`src/rtl/add_round_key_stream_pkg.sv`:
```
// +--------------------------------------------------------------------------+
// | add_round_key_stream_pkg : shared types and constants for the AES        |
// | AddRoundKey stream stage.                                                |
// | Revision 1.0                                                             |
// +--------------------------------------------------------------------------+
`default_nettype none

package add_round_key_stream_pkg;

  localparam int AES_BLOCK_W = 128;
  localparam int AES_ROUND_W = 4;

  typedef enum logic [1:0] {
    ARK_IDLE = 2'd0,
    ARK_BUSY = 2'd1,
    ARK_HOLD = 2'd2
  } ark_state_t;

  // FIPS-197 Appendix B round-0 AddRoundKey vector
  localparam logic [AES_BLOCK_W-1:0] FIPS_DATA   = 128'h3243f6a8885a308d313198a2e0370734;
  localparam logic [AES_BLOCK_W-1:0] FIPS_KEY    = 128'h2b7e151628aed2a6abf7158809cf4f3c;
  localparam logic [AES_BLOCK_W-1:0] FIPS_RESULT = 128'h193de3bea0f4e22b9ac68d2ae9f84808;

endpackage

`default_nettype wire

```
`src/rtl/add_round_key_stream_if.sv`:
```
// +--------------------------------------------------------------------------+
// | add_round_key_stream_if : valid/ready input and output channels of the   |
// | AddRoundKey stage.                                                       |
// | Revision 1.0                                                             |
// +--------------------------------------------------------------------------+
`default_nettype none

interface add_round_key_stream_if #(
  parameter int BLOCK_W = 128,
  parameter int ROUND_W = 4
);
  logic               in_valid;
  logic               in_ready;
  logic [BLOCK_W-1:0] data_in;
  logic [BLOCK_W-1:0] key_in;
  logic [ROUND_W-1:0] round_in;
  logic               out_valid;
  logic               out_ready;
  logic [BLOCK_W-1:0] data_out;
  logic [ROUND_W-1:0] round_out;
  logic               done;

  modport master (
    output in_valid, data_in, key_in, round_in, out_ready,
    input  in_ready, out_valid, data_out, round_out, done
  );

  modport slave (
    input  in_valid, data_in, key_in, round_in, out_ready,
    output in_ready, out_valid, data_out, round_out, done
  );
endinterface

`default_nettype wire

```
`src/rtl/add_round_key_stream_lane_xor.sv`:
```
// +--------------------------------------------------------------------------+
// | add_round_key_stream_lane_xor : selects one LANE_W lane of data and key  |
// | and XORs them; lane 0 is the least significant lane.                     |
// | Revision 1.0                                                             |
// +--------------------------------------------------------------------------+
`default_nettype none

module add_round_key_stream_lane_xor #(
  parameter int BLOCK_W = 128,
  parameter int LANE_W  = 32,
  parameter int BEAT_W  = 2
) (
  input  logic [BLOCK_W-1:0] data_i,
  input  logic [BLOCK_W-1:0] key_i,
  input  logic [BEAT_W-1:0]  beat_i,
  output logic [LANE_W-1:0]  lane_o,
  output logic [BEAT_W-1:0]  lane_idx_o
);
  assign lane_o     = data_i[int'(beat_i)*LANE_W +: LANE_W] ^ key_i[int'(beat_i)*LANE_W +: LANE_W];
  assign lane_idx_o = beat_i;
endmodule

`default_nettype wire

```
`src/rtl/add_round_key_stream.sv`:
```
// +--------------------------------------------------------------------------+
// | add_round_key_stream : AES AddRoundKey over BLOCK_W/LANE_W beats with    |
// | valid/ready handshakes and a round tag carried alongside each block.     |
// | Revision 1.0                                                             |
// +--------------------------------------------------------------------------+
`default_nettype none

module add_round_key_stream
  import add_round_key_stream_pkg::*;
#(
  parameter int BLOCK_W = AES_BLOCK_W,
  parameter int LANE_W  = 32,
  parameter int ROUND_W = AES_ROUND_W
) (
  input  logic                   clk,
  input  logic                   reset,
  add_round_key_stream_if.slave  bus
);
  localparam int              NBEATS    = BLOCK_W / LANE_W;
  localparam int              BEAT_W    = (NBEATS > 1) ? $clog2(NBEATS) : 1;
  localparam logic [BEAT_W-1:0] LAST_BEAT = BEAT_W'(NBEATS - 1);

  if (BLOCK_W % LANE_W != 0) begin : g_lane_check
    $fatal(1, "add_round_key_stream: LANE_W must divide BLOCK_W");
  end

  ark_state_t         state_q, state_d;
  logic [BEAT_W-1:0]  beat_q, beat_d;
  logic [BLOCK_W-1:0] data_q, data_d;
  logic [BLOCK_W-1:0] key_q, key_d;
  logic [ROUND_W-1:0] round_q, round_d;
  logic [BLOCK_W-1:0] result_q, result_d;
  logic               ready_en_q;

  logic [LANE_W-1:0]  lane_res;
  logic [BEAT_W-1:0]  lane_idx;
  logic               in_ready;
  logic               accept;

  add_round_key_stream_lane_xor #(
    .BLOCK_W (BLOCK_W),
    .LANE_W  (LANE_W),
    .BEAT_W  (BEAT_W)
  ) u_lane_xor (
    .data_i     (data_q),
    .key_i      (key_q),
    .beat_i     (beat_q),
    .lane_o     (lane_res),
    .lane_idx_o (lane_idx)
  );

  // ready_en_q holds in_ready low for the cycle following a reset edge
  assign in_ready = ready_en_q &
                    ((state_q == ARK_IDLE) | ((state_q == ARK_HOLD) & bus.out_ready));
  assign accept   = bus.in_valid & in_ready;

  always_ff @(posedge clk) begin
    if (reset) begin
      state_q    <= ARK_IDLE;
      beat_q     <= '0;
      data_q     <= '0;
      key_q      <= '0;
      round_q    <= '0;
      result_q   <= '0;
      ready_en_q <= 1'b0;
    end else begin
      state_q    <= state_d;
      beat_q     <= beat_d;
      data_q     <= data_d;
      key_q      <= key_d;
      round_q    <= round_d;
      result_q   <= result_d;
      ready_en_q <= 1'b1;
    end
  end

  always_comb begin
    state_d  = state_q;
    beat_d   = beat_q;
    data_d   = data_q;
    key_d    = key_q;
    round_d  = round_q;
    result_d = result_q;
    unique case (state_q)
      ARK_IDLE: begin
        if (accept) begin
          data_d  = bus.data_in;
          key_d   = bus.key_in;
          round_d = bus.round_in;
          beat_d  = '0;
          state_d = ARK_BUSY;
        end
      end
      ARK_BUSY: begin
        result_d[int'(lane_idx)*LANE_W +: LANE_W] = lane_res;
        if (beat_q == LAST_BEAT) begin
          beat_d  = '0;
          state_d = ARK_HOLD;
        end else begin
          beat_d  = beat_q + BEAT_W'(1);
        end
      end
      ARK_HOLD: begin
        if (bus.out_ready) begin
          if (accept) begin
            data_d  = bus.data_in;
            key_d   = bus.key_in;
            round_d = bus.round_in;
            beat_d  = '0;
            state_d = ARK_BUSY;
          end else begin
            state_d = ARK_IDLE;
          end
        end
      end
      default: state_d = ARK_IDLE;
    endcase
  end

  assign bus.in_ready  = in_ready;
  assign bus.out_valid = (state_q == ARK_HOLD);
  assign bus.done      = (state_q == ARK_HOLD) & bus.out_ready;
  assign bus.data_out  = result_q;
  assign bus.round_out = round_q;

endmodule

`default_nettype wire
```
`src/flat_wrapper.sv`:
```
// flat-port wrapper written by rule: the top's interface ports become plain ports
module add_round_key_stream_flat import add_round_key_stream_pkg::*;
#(
  parameter int BLOCK_W = AES_BLOCK_W,
  parameter int LANE_W  = 32,
  parameter int ROUND_W = AES_ROUND_W
)
  (clk, reset, bus_in_valid, bus_data_in, bus_key_in, bus_round_in, bus_out_ready, bus_in_ready, bus_out_valid, bus_data_out, bus_round_out, bus_done);
  add_round_key_stream_if #(.BLOCK_W(BLOCK_W), .ROUND_W(ROUND_W)) bus_i ();
  input  logic clk;
  input  logic reset;
  input wire logic [$bits(bus_i.in_valid)-1:0] bus_in_valid;
  input wire logic [$bits(bus_i.data_in)-1:0] bus_data_in;
  input wire logic [$bits(bus_i.key_in)-1:0] bus_key_in;
  input wire logic [$bits(bus_i.round_in)-1:0] bus_round_in;
  input wire logic [$bits(bus_i.out_ready)-1:0] bus_out_ready;
  output wire logic [$bits(bus_i.in_ready)-1:0] bus_in_ready;
  output wire logic [$bits(bus_i.out_valid)-1:0] bus_out_valid;
  output wire logic [$bits(bus_i.data_out)-1:0] bus_data_out;
  output wire logic [$bits(bus_i.round_out)-1:0] bus_round_out;
  output wire logic [$bits(bus_i.done)-1:0] bus_done;
  assign bus_i.in_valid = bus_in_valid;
  assign bus_i.data_in = bus_data_in;
  assign bus_i.key_in = bus_key_in;
  assign bus_i.round_in = bus_round_in;
  assign bus_i.out_ready = bus_out_ready;
  assign bus_in_ready = bus_i.in_ready;
  assign bus_out_valid = bus_i.out_valid;
  assign bus_data_out = bus_i.data_out;
  assign bus_round_out = bus_i.round_out;
  assign bus_done = bus_i.done;
  add_round_key_stream #(.BLOCK_W(BLOCK_W), .LANE_W(LANE_W), .ROUND_W(ROUND_W)) u_core (.clk(clk), .reset(reset), .bus(bus_i));
endmodule
```
`config.mk`:
```
export PLATFORM = sky130hd
export DESIGN_NAME = add_round_key_stream_flat
export DESIGN_NICKNAME = d
export VERILOG_FILES = /design/src/rtl/add_round_key_stream_pkg.sv /design/src/rtl/add_round_key_stream_if.sv /design/src/rtl/add_round_key_stream_lane_xor.sv /design/src/rtl/add_round_key_stream.sv /design/src/flat_wrapper.sv
export SDC_FILE = /design/constraint.sdc
export NUM_CORES = 1
export LEC_CHECK = 0
export ABC_AREA = 1
export BUFFER_PORTS_ARGS = -buffer_cell sky130_fd_sc_hd__buf_2
export CAP_MARGIN = 40
export CORE_MARGIN = 2
export CORE_UTILIZATION = 60
export CTS_BUF_LIST = sky130_fd_sc_hd__clkbuf_4 sky130_fd_sc_hd__clkbuf_8
export DETAILED_ROUTE_END_ITERATION = 8
export PLACE_DENSITY_LB_ADDON = 0.08
export SLEW_MARGIN = 0
export SYNTH_ARGS = -nofsm -noshare
export SYNTH_HDL_FRONTEND = slang
export SYNTH_SLANG_ARGS = --single-unit
```
`constraint.sdc`:
```
create_clock -name clk -period 5.9 [get_ports clk]
set_input_delay 1.18 -clock clk [delete_from_list [all_inputs] [get_ports clk]]
set_output_delay 1.18 -clock clk [all_outputs]
set_load 0.02 [all_outputs]
```
==> summary.txt, run 1 <==
STA
  • Rel. slew slack: 37.8%
  • Final setup violation count: 0
  • Max-slew violations: 0
  • Clock Skews: 21.8 ps
  • Max frequency: around 340 MHz
  • Pin slew with the least headroom to its limit: approximately 930 ps
  • RSZ-0062 raised after global routing: false
  • Minimum clock period: around 3000 ps
  • Final Hold Viols: 0
  • Setup ws final: just under 3000 ps
  • Sum Neg Setup Slack: 0 ps
  • Period utilisation layout: about half

Power
  • Reg power frac: a little under half
  • Peak supply drop: between 200 and 250 uV
  • Combinational Power Share: between 10 and 15%
  • Int Pwr: ~4.4 mW
  • Sw Share: 28.0%
  • Clk network pwr share: between 30 and 40%
  • P_leak: just over 9 nW
  • Switching power: 1.71 mW
  • PwrDens: approximately 310 nW/um^2

Synthesis
  • Syn_nets: around 2600
  • Post-Syn Area: about 17000 sq um
  • Post-Syn Instances: roughly 2400
  • YS warnings: 0
  • Post-synth EDFFs: 0
  • Synth async-reset ratio: 0%
  • Ranking of synthesized cells by area: dfxtp_1 (47%), nand2_1 (16%), a21oi_1 (12%)
  • Leading register cell type out of synthesis: dfxtp_1
  • Yosys top cell by area: dfxtp_1
  • Sequential fraction of the synthesis area: between 40% and 50%
  • Top-count cell post-synth: nand2_1
  • Post-synth cell types: 23
  • Top cells by count, synth: nand2_1 (715), dfxtp_1 (393), a21oi_1 (391)
  • Mapped Avg Cell Area: around 7.0 sq um
  • Synth top area share: between 40% and 50%
  • Synth Register Bits: just under 400

Placement
  • Gpl congestion: roughly 0.87
  • HPWL Detailed: between 30 and 40 mm
  • Pre-CTS setup slack: 2600 ps
  • Port buffer count: 398

Critical path
  • CP endpoint kind: flip-flop
  • Worst Setup SP: u_core.beat_q[0]
  • Reg2reg end: u_core.bus.data_out[42]
  • Crit path kind: reg -> reg
  • Reg-to-reg slack, setup: ~2900 ps
  • Worst setup SP type: flip-flop
  • Critical path arrival: between 3000 and 4000 ps
  • R2R cell count: 8
  • Max Fanout on Critical Path: ~60
  • Worst EP required: ~6400 ps
  • Worst R2R Start: u_core.beat_q[0]
  • Worst setup endpoint: u_core.bus.data_out[42]

Floorplan
  • Starting Density: around three fifths
  • I/O Pins: between 300 and 400
  • FP Rows: between 60 and 70
  • Core Region: 27600 sq um
  • Chip width: ~170 um
  • Die area: 29100 sq um
  • Die Y: roughly 170 um

Clock tree
  • CTS max path bufs: 3
  • CTS tree: done
  • Setup Fix Bufs, Post-CTS: 0
  • CTS buffer count: between 60 and 70
  • Later-pin clock latency in the skew report: around 600 ps
  • Resize count post-CTS: 0
  • CTS root buf: clkbuf_8
  • Cts hold-fix bufs: 0
  • Clk slew on worst S/H paths: roughly 70 ps
  • CTS H-tree depth: 2
  • CTS Sinks: between 300 and 400

Detailed routing
  • DR vias/cell: around 5.4
  • Routed Antenna Nets: 0
  • Initial drt markers: between 1000 and 1500
  • Wire length per cell: 16.2 um
  • Final WL: 50.4 mm
  • Vias: between 15000 and 20000
  • First-pass iteration count of the detailed router: 5
  • # DRC: 0

Global routing
  • Number of global-route vias before repair: 15100
  • Global-route wire length before repair: ~76 mm
  • Pin count of the biggest net entering global routing: 149
  • GR Util All Layers: between 30% and 40%
  • Gr ovfl total: 0
  • Initial antenna violation count: 1

Cells and area
  • Share of cells above drive strength 1: 19.8%
  • Area delta synth->final: 19.4%
  • Final #Nets: ~3000
  • Util after Layout: 72.3%

Min path
  • Worst hold path type: reg -> reg

Status
  • Status: finished clean

Run
  • Max cap viols: 0
[layout make-up]
cell class	count	area, sq um
sequential	393	7870
timing repair buffer	420	2250
clock buffer	99	1210
inverter	268	1010
tap	378	473
multi-input combinational	1546	7020
clock inverter	10	75.1
fill	2324	7640
antenna	1	2.50
[worst min path at each step]
stage / cells after the start / start / end
after CTS: 2 / u_core.bus.data_out[104] / u_core.bus.data_out[104]
after detailed placement: 2 / u_core.bus.data_out[52] / u_core.bus.data_out[52]
after global routing: 2 / u_core.bus.data_out[52] / u_core.bus.data_out[52]
after global placement: 2 / u_core.bus.data_out[33] / u_core.bus.data_out[33]
after floorplan: 2 / u_core.key_q[119] / u_core.key_q[119]
final: 2 / u_core.bus.data_out[35] / u_core.bus.data_out[35]
[stage by stage]
step / std cells / instance area, sq um / power (mW) / hold WS [ps]
CTS: 3114 / 19900 / 6.13 / 462
finish: 3115 / 19900 / 6.12 / 461
global route: 3115 / 19900 / 6.38 / 478
floorplan: 2370 / 16700 / 3.48 / 444
detailed placement: 3005 / 18600 / 3.78 / 453
global placement: 3000 / 18500 / 3.75 / 449
[metal layers]
| layer | vias up | GRT usage (%) | wire (um) |
|---|---|---|---|
| li1 | 8291 | - | - |
| met1 | 7602 | 41.4 | 20600 |
| met2 | 687 | 53.8 | 23100 |
| met3 | 135 | 6.55 | 3930 |
| met4 | 0 | 19.4 | 2830 |
| met5 | - | 0 | 0 |
[sequential cells by signal, indices dropped and copies added, names as in the netlist]
register              flops
u_core.beat_q             2
u_core.state_q            2
u_core.data_q           128
u_core.ready_en_q         1
u_core.bus.data_out     128
u_core.bus.round_out      4
u_core.key_q            128
[cells by family after synthesis]
kind of cell             Yosys count  share of synthesized area, %
adder cells (fa/ha/maj)            6                         0.450
AO/OA/AOI/OAI                    650                          19.6
AND/OR/NAND/NOR                  890                          22.0
flip-flops                       393                          47.2
buffers and inverters            431                          10.8
[layout by cell type (no fill, tap or decap), drive strengths merged, types with 9 or more instances in the layout]
cell type / n
a21oi: 391
clkbuf: 99
nand4: 64
dfxtp: 393
clkinv: 9
o21ai: 257
nand2: 716
nand3: 101
buf: 420
inv: 268
[critical path: stages, from the launching register on]
cell and delay (ps):
dfxtp_4 760, inv_2 270, buf_4 410, ha_1 310, inv_2 70, buf_4 370
buf_12 320, nand4_1 150, a21oi_1 180
[power by group through the flow]
stage	Clock, mW	Combinational (mW)	Sequential (mW)
5_1_grt	2.52	0.958	2.90
4_1_cts	2.40	0.848	2.88
2_1_floorplan	0	0.552	2.93
6_report	2.38	0.859	2.89
3_3_place_gp	0	0.818	2.93
3_5_place_dp	0	0.843	2.94
Power figures use the tool's default switching activity.
==> run 2, diff against run 1 <==
--- a/config.mk
+++ b/config.mk
@@ -5,11 +5,11 @@
 export SDC_FILE = /design/constraint.sdc
 export NUM_CORES = 1
 export LEC_CHECK = 0
-export ABC_AREA = 1
+export ABC_AREA = 0
 export BUFFER_PORTS_ARGS = -buffer_cell sky130_fd_sc_hd__buf_2
 export CAP_MARGIN = 40
 export CORE_MARGIN = 2
-export CORE_UTILIZATION = 60
+export CORE_UTILIZATION = 50
 export CTS_BUF_LIST = sky130_fd_sc_hd__clkbuf_4 sky130_fd_sc_hd__clkbuf_8
 export DETAILED_ROUTE_END_ITERATION = 8
 export PLACE_DENSITY_LB_ADDON = 0.08
==> constraint.sdc (replaced) <==
create_clock -name clk -period 2.48 [get_ports clk]
set_input_delay 0.496 -clock clk [delete_from_list [all_inputs] [get_ports clk]]
set_output_delay 0.496 -clock clk [all_outputs]
set_load 0.02 [all_outputs]
==> run 2 against run 1 <==
Net effect: sequential cell count did not move; highest routed layer is now met5; critical path depth is 5 lower; critical endpoint is now bus_in_ready; first-iteration DRC count fell by 15%; largest cell class is now multi-input gates.
==> summary.txt, run 2 <==
Status
  • Status: finished clean

Critical path
  • Reg2reg end: u_core.bus.data_out[19]
  • Worst path slowest cell: dfxtp_1
  • Critical path arrival: 1890 ps (-1600 ps)
  • CP endpoint kind: output pin
  • Worst setup SP type: flip-flop
  • Worst R2R Start: u_core.beat_q[1]
  • Crit path largest cell delay: 500 ps (-260 ps)
  • R2R cell count: 5 (-3)
  • Reg-to-reg slack, setup: 280 ps (-2650 ps)
  • Crit path kind: reg -> out
  • Crit-path cells: nand2b_4 > nor2_1 > buf_2
  • Max Fanout on Critical Path: 24 (-59%)
  • Worst EP required: 1980 ps (-4440 ps)

Power
  • Peak supply drop: 364 uV (+57%)
  • PwrDens: 686 nW/um^2 (+120%)
  • P_leak: 8.68 nW (-4.1%)

Synthesis
  • Synth Register Bits: 393 (unchanged)
  • Top-count cell post-synth: dfxtp_1
  • Synth top area share: 46.6% (-0.57 points)
  • Post-Syn Instances: 1775 (-25%)
  • YS warnings: 0 (unchanged)
  • Top cells by count, synth: dfxtp_1 (393), a21oi_1 (266), nand4_1 (260), o31ai_1 (260), clkbuf_1 (203)
  • Post-Syn Area: 16900 sq um (+1.2%)
  • Ranking of synthesized cells by area: dfxtp_1 (47%), o31ai_1 (12%), nand4_1 (9.6%)
  • Synth async-reset ratio: 0% (unchanged)
  • Post-synth EDFFs: 0 (unchanged)
  • Yosys top cell by area: dfxtp_1
  • Syn_nets: 2045 (-23%)
  • Mapped Avg Cell Area: 9.51 sq um (+35%)
  • Post-synth cell types: 29 (+26%)
  • Sequential fraction of the synthesis area: 46.6% (-0.57 points)
  • Leading register cell type out of synthesis: dfxtp_1

Clock tree
  • Later-pin clock latency in the skew report: 590 ps (about the same)
  • CTS H-tree depth: 3 (+1)
  • Resize count post-CTS: 0 (unchanged)
  • Clk slew on worst S/H paths: 60 ps (about the same)
  • CTS max path bufs: 3 (unchanged)
  • CTS tree: done
  • Cts hold-fix bufs: 0 (unchanged)
  • CTS root buf: clkbuf_8
  • CTS buffer count: 68 (+11%)
  • CTS Sinks: 393 (unchanged)
  • Setup Fix Bufs, Post-CTS: 0 (unchanged)

Global routing
  • Initial antenna violation count: 12 (+11)
  • Gr ovfl total: 0 (unchanged)
  • Pin count of the biggest net entering global routing: 171 (+15%)
  • Number of global-route vias before repair: 15100 (-0.15%)
  • Global-route wire length before repair: 83.6 mm (+9.8%)
  • GR Util All Layers: 29.0% (-4.3 points)

STA
  • Rel. slew slack: 48.0% (+10 points)
  • Max frequency: approximately 420 MHz
  • Period utilisation layout: a little over nine tenths
  • Clock Skews: 35.0 ps (+13.2 ps)
  • Final setup violation count: 0 (unchanged)
  • Sum Neg Setup Slack: 0 ps (unchanged)
  • Pin slew with the least headroom to its limit: 779 ps (-153 ps)
  • Minimum clock period: roughly 2400 ps
  • Max-slew violations: 0 (unchanged)
  • Final Hold Viols: 0 (unchanged)
  • Final hold slack: 158 ps (-303 ps)
  • RSZ-0062 raised after global routing: false

Cells and area
  • Fill cells: 2975 (+28%)
  • Final #Nets: 2323 (-22%)
  • Util after Layout: 62.0% (-10 points)
  • Commonest non-fill, non-tap cell in the layout: buf_2
  • Area delta synth->final: 22.6%
  • Area occupied by multi-input gates: 8160 sq um (+16%)
  • Most frequent cells in the layout: buf_2 (396), dfxtp_1 (393), a21oi_1 (262), nand4_1 (260), o31ai_1 (260)
  • Share of cells above drive strength 1: 27.3% (+7.5 points)
  • Storage cell area: 7870 sq um (about the same)

Min path
  • Worst hold path type: in -> reg
  • Hold path endpoint: u_core.data_q[83]
  • Hold Path Depth: 3 (+1)
  • Hold Crit Start: bus_data_in[83]

Detailed routing
  • Wire length per cell: 20.9 um (+29%)
  • Initial drt markers: 1257 (-15%)
  • Routed Antenna Nets: 0 (unchanged)
  • First-pass iteration count of the detailed router: 5 (unchanged)
  • DR vias/cell: 6.20 (+15%)
  • Final WL: 53.4 mm (+6.0%)
  • # DRC: 0 (unchanged)
  • Vias: 15800 (-5.4%)

Floorplan
  • Die Y: 188 um (+10%)
  • I/O Pins: 399 (unchanged)
  • Die area: 35200 sq um (+21%)
  • Chip width: 188 um (+10%)
  • FP Rows: 67 (+9.8%)
  • Core Region: 33400 sq um (+21%)
  • Starting Density: 50.6% (-9.9 points)

Placement
  • HPWL Detailed: 33.2 mm (-7.4%)
  • Gpl congestion: 0.831 (-4.9%)
  • Port buffer count: 398 (unchanged)

Run
  • Max cap viols: 0 (unchanged)
==> run 2: through the flow <==
step           total power [mW]  cell area [sq um]  worst slack (ps)  instances
2_1_floorplan              7.73              16900              50.9       1775
5_1_grt                    14.7              20700              6.39       2548
6_report                   14.2              20700              90.6       2552
3_3_place_gp               8.29              19200               350       2426
3_5_place_dp               8.34              19300               260       2431
4_1_cts                    14.3              20700              77.5       2545
==> run 2: how the worst max path moves through the flow <==
stage / cells after the start / startpoint / endpoint / slack [ps]
final: 3 / u_core.state_q[0] / bus_in_ready / 90
after global routing: 3 / u_core.state_q[0] / bus_in_ready / 6
after CTS: 3 / u_core.state_q[0] / bus_in_ready / 80
after detailed placement: 5 / u_core.beat_q[1] / u_core.bus.data_out[16] / 260
after global placement: 5 / u_core.beat_q[1] / u_core.bus.data_out[1] / 350
after floorplan: 8 / u_core.beat_q[1] / u_core.bus.data_out[10] / 50
==> run 2: logic make-up (layout without fill, tap and decap cells) <==
logic type / count (synthesis) / count (layout) / synth area share [%]
adders and majority gates: 6 / 6 / 0.445
AOI/OAI and AO/OA: 658 / 658 / 26.3
xor gates and xnor gates: 128 / 128 / 6.64
other: 0 / 7 / 0
muxes: 64 / 64 / 3.80
and+or+nand+nor: 286 / 286 / 10.6
DFF: 393 / 393 / 46.6
buffers and inverters: 240 / 562 / 5.58
==> run 2: worst max-delay path: cells and delay by family, from the launching register on <==
kind	cells	cell delay [ps]
buf+inv	1	200
simple gates	2	620
flops	1	500
==> run 2: area by class of cell <==
| class | count | share of cell area (%) |
|---|---|---|
| Multi-Input combinational cell | 1142 | 39.4 |
| Sequential cell | 393 | 38.0 |
| Timing Repair Buffer | 443 | 13.0 |
| Clock buffer | 107 | 6.36 |
| Tap cell | 448 | 2.71 |
| Clock inverter | 7 | 0.236 |
| Inverter | 5 | 0.139 |
| Antenna cell | 7 | 0.0846 |
==> run 2: power by group <==
group / total [mW] / switching (mW) / leakage, nW / internal, mW
registers: 6.68 / 0.147 / 3.19 / 6.53
clock network: 5.97 / 2.61 / 0.730 / 3.36
logic: 1.55 / 0.938 / 4.76 / 0.611
total: 14.2 / 3.70 / 8.68 / 10.5
==> run 2: layer usage <==
layer	global-route usage [%]	vias to the layer above	wire length [um]
li1	-	7416	-
met1	39.7	7673	23200
met2	45.2	618	24600
met3	7.04	97	4330
met4	9.15	10	1240
met5	0	-	54
==> run 3, diff against run 2 <==
--- a/config.mk
+++ b/config.mk
@@ -9,9 +9,10 @@
 export BUFFER_PORTS_ARGS = -buffer_cell sky130_fd_sc_hd__buf_2
 export CAP_MARGIN = 40
 export CORE_MARGIN = 2
-export CORE_UTILIZATION = 50
+export CORE_UTILIZATION = 56
 export CTS_BUF_LIST = sky130_fd_sc_hd__clkbuf_4 sky130_fd_sc_hd__clkbuf_8
 export DETAILED_ROUTE_END_ITERATION = 8
+export GPL_TIMING_DRIVEN = 0
 export PLACE_DENSITY_LB_ADDON = 0.08
 export SLEW_MARGIN = 0
 export SYNTH_ARGS = -nofsm -noshare
==> constraint.sdc (replaced) <==
create_clock -name clk -period 2.35 [get_ports clk]
set_input_delay 0.47 -clock clk [delete_from_list [all_inputs] [get_ports clk]]
set_output_delay 0.47 -clock clk [all_outputs]
set_load 0.02 [all_outputs]
==> run 3 against run 2 <==
Net effect: final cell count rose by 5.4%; combinational power rose by 13%; first-iteration DRC count rose by 44%; clock skew fell by 14 ps; critical path depth rose by 5; non-clock buffer count rose by 204; count of clock-buffer cells in the layout fell by 4; sequential cell count did not move; sequential share of layout area fell by 0.49 points; critical path type is now reg -> reg; critical endpoint is now u_core.bus.data_out[3].
==> summary.txt, run 3 (synthesis results as in run 2) <==
Power
  • Reg power frac: 47.5% (+0.5 points)
  • Peak supply drop: 577 uV (+58%)
  • PwrDens: 709 nW/um^2 (+3.4%)
  • Int Pwr: 10.9 mW (+3.9%)
  • Switching power: 3.97 mW (+7.3%)
  • P_leak: 8.76 nW (+0.89%)
  • Combinational Power Share: 11.8% (+0.9 points)
  • Sw Share: 26.7% (+0.64 points)
  • Total Power: 14.9 mW (+4.8%)
  • Clk network pwr share: 40.8% (-1.2 points)

Min path
  • Worst hold path type: in -> reg

Status
  • Status: finished clean

Detailed routing
  • DR vias/cell: 6.35 (+2.6%)
  • Initial drt markers: 1806 (+44%)
  • Final WL: 60.5 mm (+13%)
  • # DRC: 0 (unchanged)
  • Wire length per cell: 22.5 um (+7.5%)
  • Routed Antenna Nets: 0 (unchanged)
  • First-pass iteration count of the detailed router: 6 (+1)
  • Vias: 17100 (+8.1%)

Placement
  • Port buffer count: 396 (-0.50%)
  • HPWL Detailed: 44.7 mm (+34%)
  • Gpl congestion: 0.898 (+8.1%)
  • Placed Instance Area: 19500 sq um (+1.1%)
  • Pre-CTS setup slack: -704 ps (-964 ps)

Clock tree
  • CTS max path bufs: 3 (unchanged)
  • Later-pin clock latency in the skew report: 620 ps (+30 ps)
  • Cts hold-fix bufs: 0 (unchanged)
  • CTS Sinks: 393 (unchanged)
  • CTS tree: done
  • Clk slew on worst S/H paths: 70 ps (about the same)
  • CTS buffer count: 61 (-10%)
  • CTS root buf: clkbuf_8
  • CTS H-tree depth: 2 (-1)

Critical path
  • Reg-to-reg slack, setup: 60 ps (-220 ps)
  • Worst setup SP type: flip-flop
  • Critical path arrival: 2810 ps (+920 ps)
  • Crit path kind: reg -> reg
  • Worst EP required: 2870 ps (+890 ps)
  • CP endpoint kind: flip-flop
  • Max Fanout on Critical Path: 12 (-50%)

Global routing
  • Initial antenna violation count: 4 (-8)
  • Gr ovfl total: 0 (unchanged)
  • Global-route wire length before repair: 89.2 mm (+6.7%)
  • Number of global-route vias before repair: 16000 (+6.5%)
  • GR Util All Layers: 36.8% (+7.8 points)
  • Pin count of the biggest net entering global routing: 20 (-88%)

Cells and area
  • Commonest non-fill, non-tap cell in the layout: buf_2
  • Area delta synth->final: 24.3%
  • Most frequent cells in the layout: buf_2 (406), dfxtp_1 (391), a21oi_1 (265), nand4_1 (260), o31ai_1 (260)
  • Share of cells above drive strength 1: 24.5% (-2.7 points)
  • Final Instance Area: 21000 sq um (+1.4%)
  • Final #Nets: 2520 (+8.5%)

Floorplan
  • Starting Density: 56.9% (+6.4 points)
  • Die Y: 178 um (-5.4%)
  • FP Rows: 63 (-6.0%)
  • Chip width: 178 um (-5.4%)
  • I/O Pins: 399 (unchanged)
  • Die area: 31500 sq um (-10%)
  • Core Region: 29600 sq um (-11%)

STA
  • Final Hold Viols: 0 (unchanged)
  • RSZ-0062 raised after global routing: false
  • Setup ws final: 61.6 ps (-29.0 ps)
  • Rel. slew slack: 42.5% (-5.6 points)
  • Pin slew with the least headroom to its limit: 863 ps (+83.7 ps)
  • Max frequency: 437 MHz
  • Max-slew violations: 0 (unchanged)
  • Clock Skews: 21.1 ps (-13.9 ps)
  • Final hold slack: 105 ps (-52.8 ps)
  • Final setup violation count: 0 (unchanged)
  • Minimum clock period: roughly 2300 ps
  • Period utilisation layout: a little over nine tenths

Run
  • Max cap viols: 0 (unchanged)
## run 3: cell types whose count changed in the layout (fill, tap and decap cells not counted), moves of 6 or more
cell,delta
buf_6,+8
buf_2,+10
buf_4,-7
clkbuf_1,+193
buf_12,-21
clkbuf_2,+6
buf_8,+8
buf_1,+11
## run 3: area by class of cell
| class | instances | area [sq um] |
|---|---|---|
| Fill cell | 2487 | 8660 |
| Timing Repair Buffer | 417 | 2200 |
| Buffer | 230 | 978 |
| Tap cell | 390 | 488 |
| Antenna cell | 4 | 10.0 |
| Sequential cell | 393 | 7870 |
| Clock buffer | 103 | 1270 |
| Multi-Input combinational cell | 1142 | 8110 |
| Clock inverter | 5 | 27.5 |
| Inverter | 5 | 18.8 |
## run 3: metrics by stage
step / instances / utilization (%) / TNS (ps)
after global routing: 2689 / 70.8 / 0
after detailed placement: 2575 / 65.9 / -128660
after floorplan: 1775 / - / 0
after global placement: 2561 / 65.3 / -176970
final: 2689 / 70.8 / 0
after CTS: 2680 / 70.5 / 0
## run 3: path summary, 6_finish.rpt
check                                              from                       to  cells after the start
worst max-delay path                   u_core.beat_q[1]   u_core.bus.data_out[3]                      8
worst min-delay path                    bus_key_in[105]        u_core.key_q[105]                      3
worst max register to register         u_core.beat_q[1]   u_core.bus.data_out[3]                      8
worst min register to register  u_core.bus.data_out[10]  u_core.bus.data_out[10]                      1
## run 3: power groups by stage
| stage | sequential (mW) | clock (mW) | combinational (mW) |
|---|---|---|---|
| after global placement | 7.19 | 0 | 1.63 |
| after floorplan | 7.18 | 0 | 0.979 |
| after CTS | 7.06 | 6.05 | 1.70 |
| after global routing | 7.08 | 6.35 | 1.87 |
| final | 7.06 | 6.07 | 1.75 |
| after detailed placement | 7.20 | 0 | 1.68 |
## run 3: what timing repair did
| item | 4_1_cts | 5_1_grt |
|---|---|---|
| setup endpoints to repair | 242 | 236 |
| gates resized for setup | 24 | 16 |
| pin swaps | 2 | 2 |
| setup buffers | 1 | 6 |
## run 3: worst max-delay path, cell delays in order, from the launching register on
cell       delay, ps
dfxtp_4          370
inv_2             50
buf_12           120
buf_12           140
ha_4             230
or4b_4           520
or3_4            430
buf_6            160
o2bb2ai_1        160
## run 3: metal layers
| layer | track usage [%] | vias up | part of all wire, % |
|---|---|---|---|
| li1 | - | 7814 | - |
| met1 | 47.4 | 8101 | 40 |
| met2 | 58.1 | 998 | 45 |
| met3 | 8.68 | 175 | 10 |
| met4 | 17.7 | 0 | 4.8 |
| met5 | 0 | - | 0 |
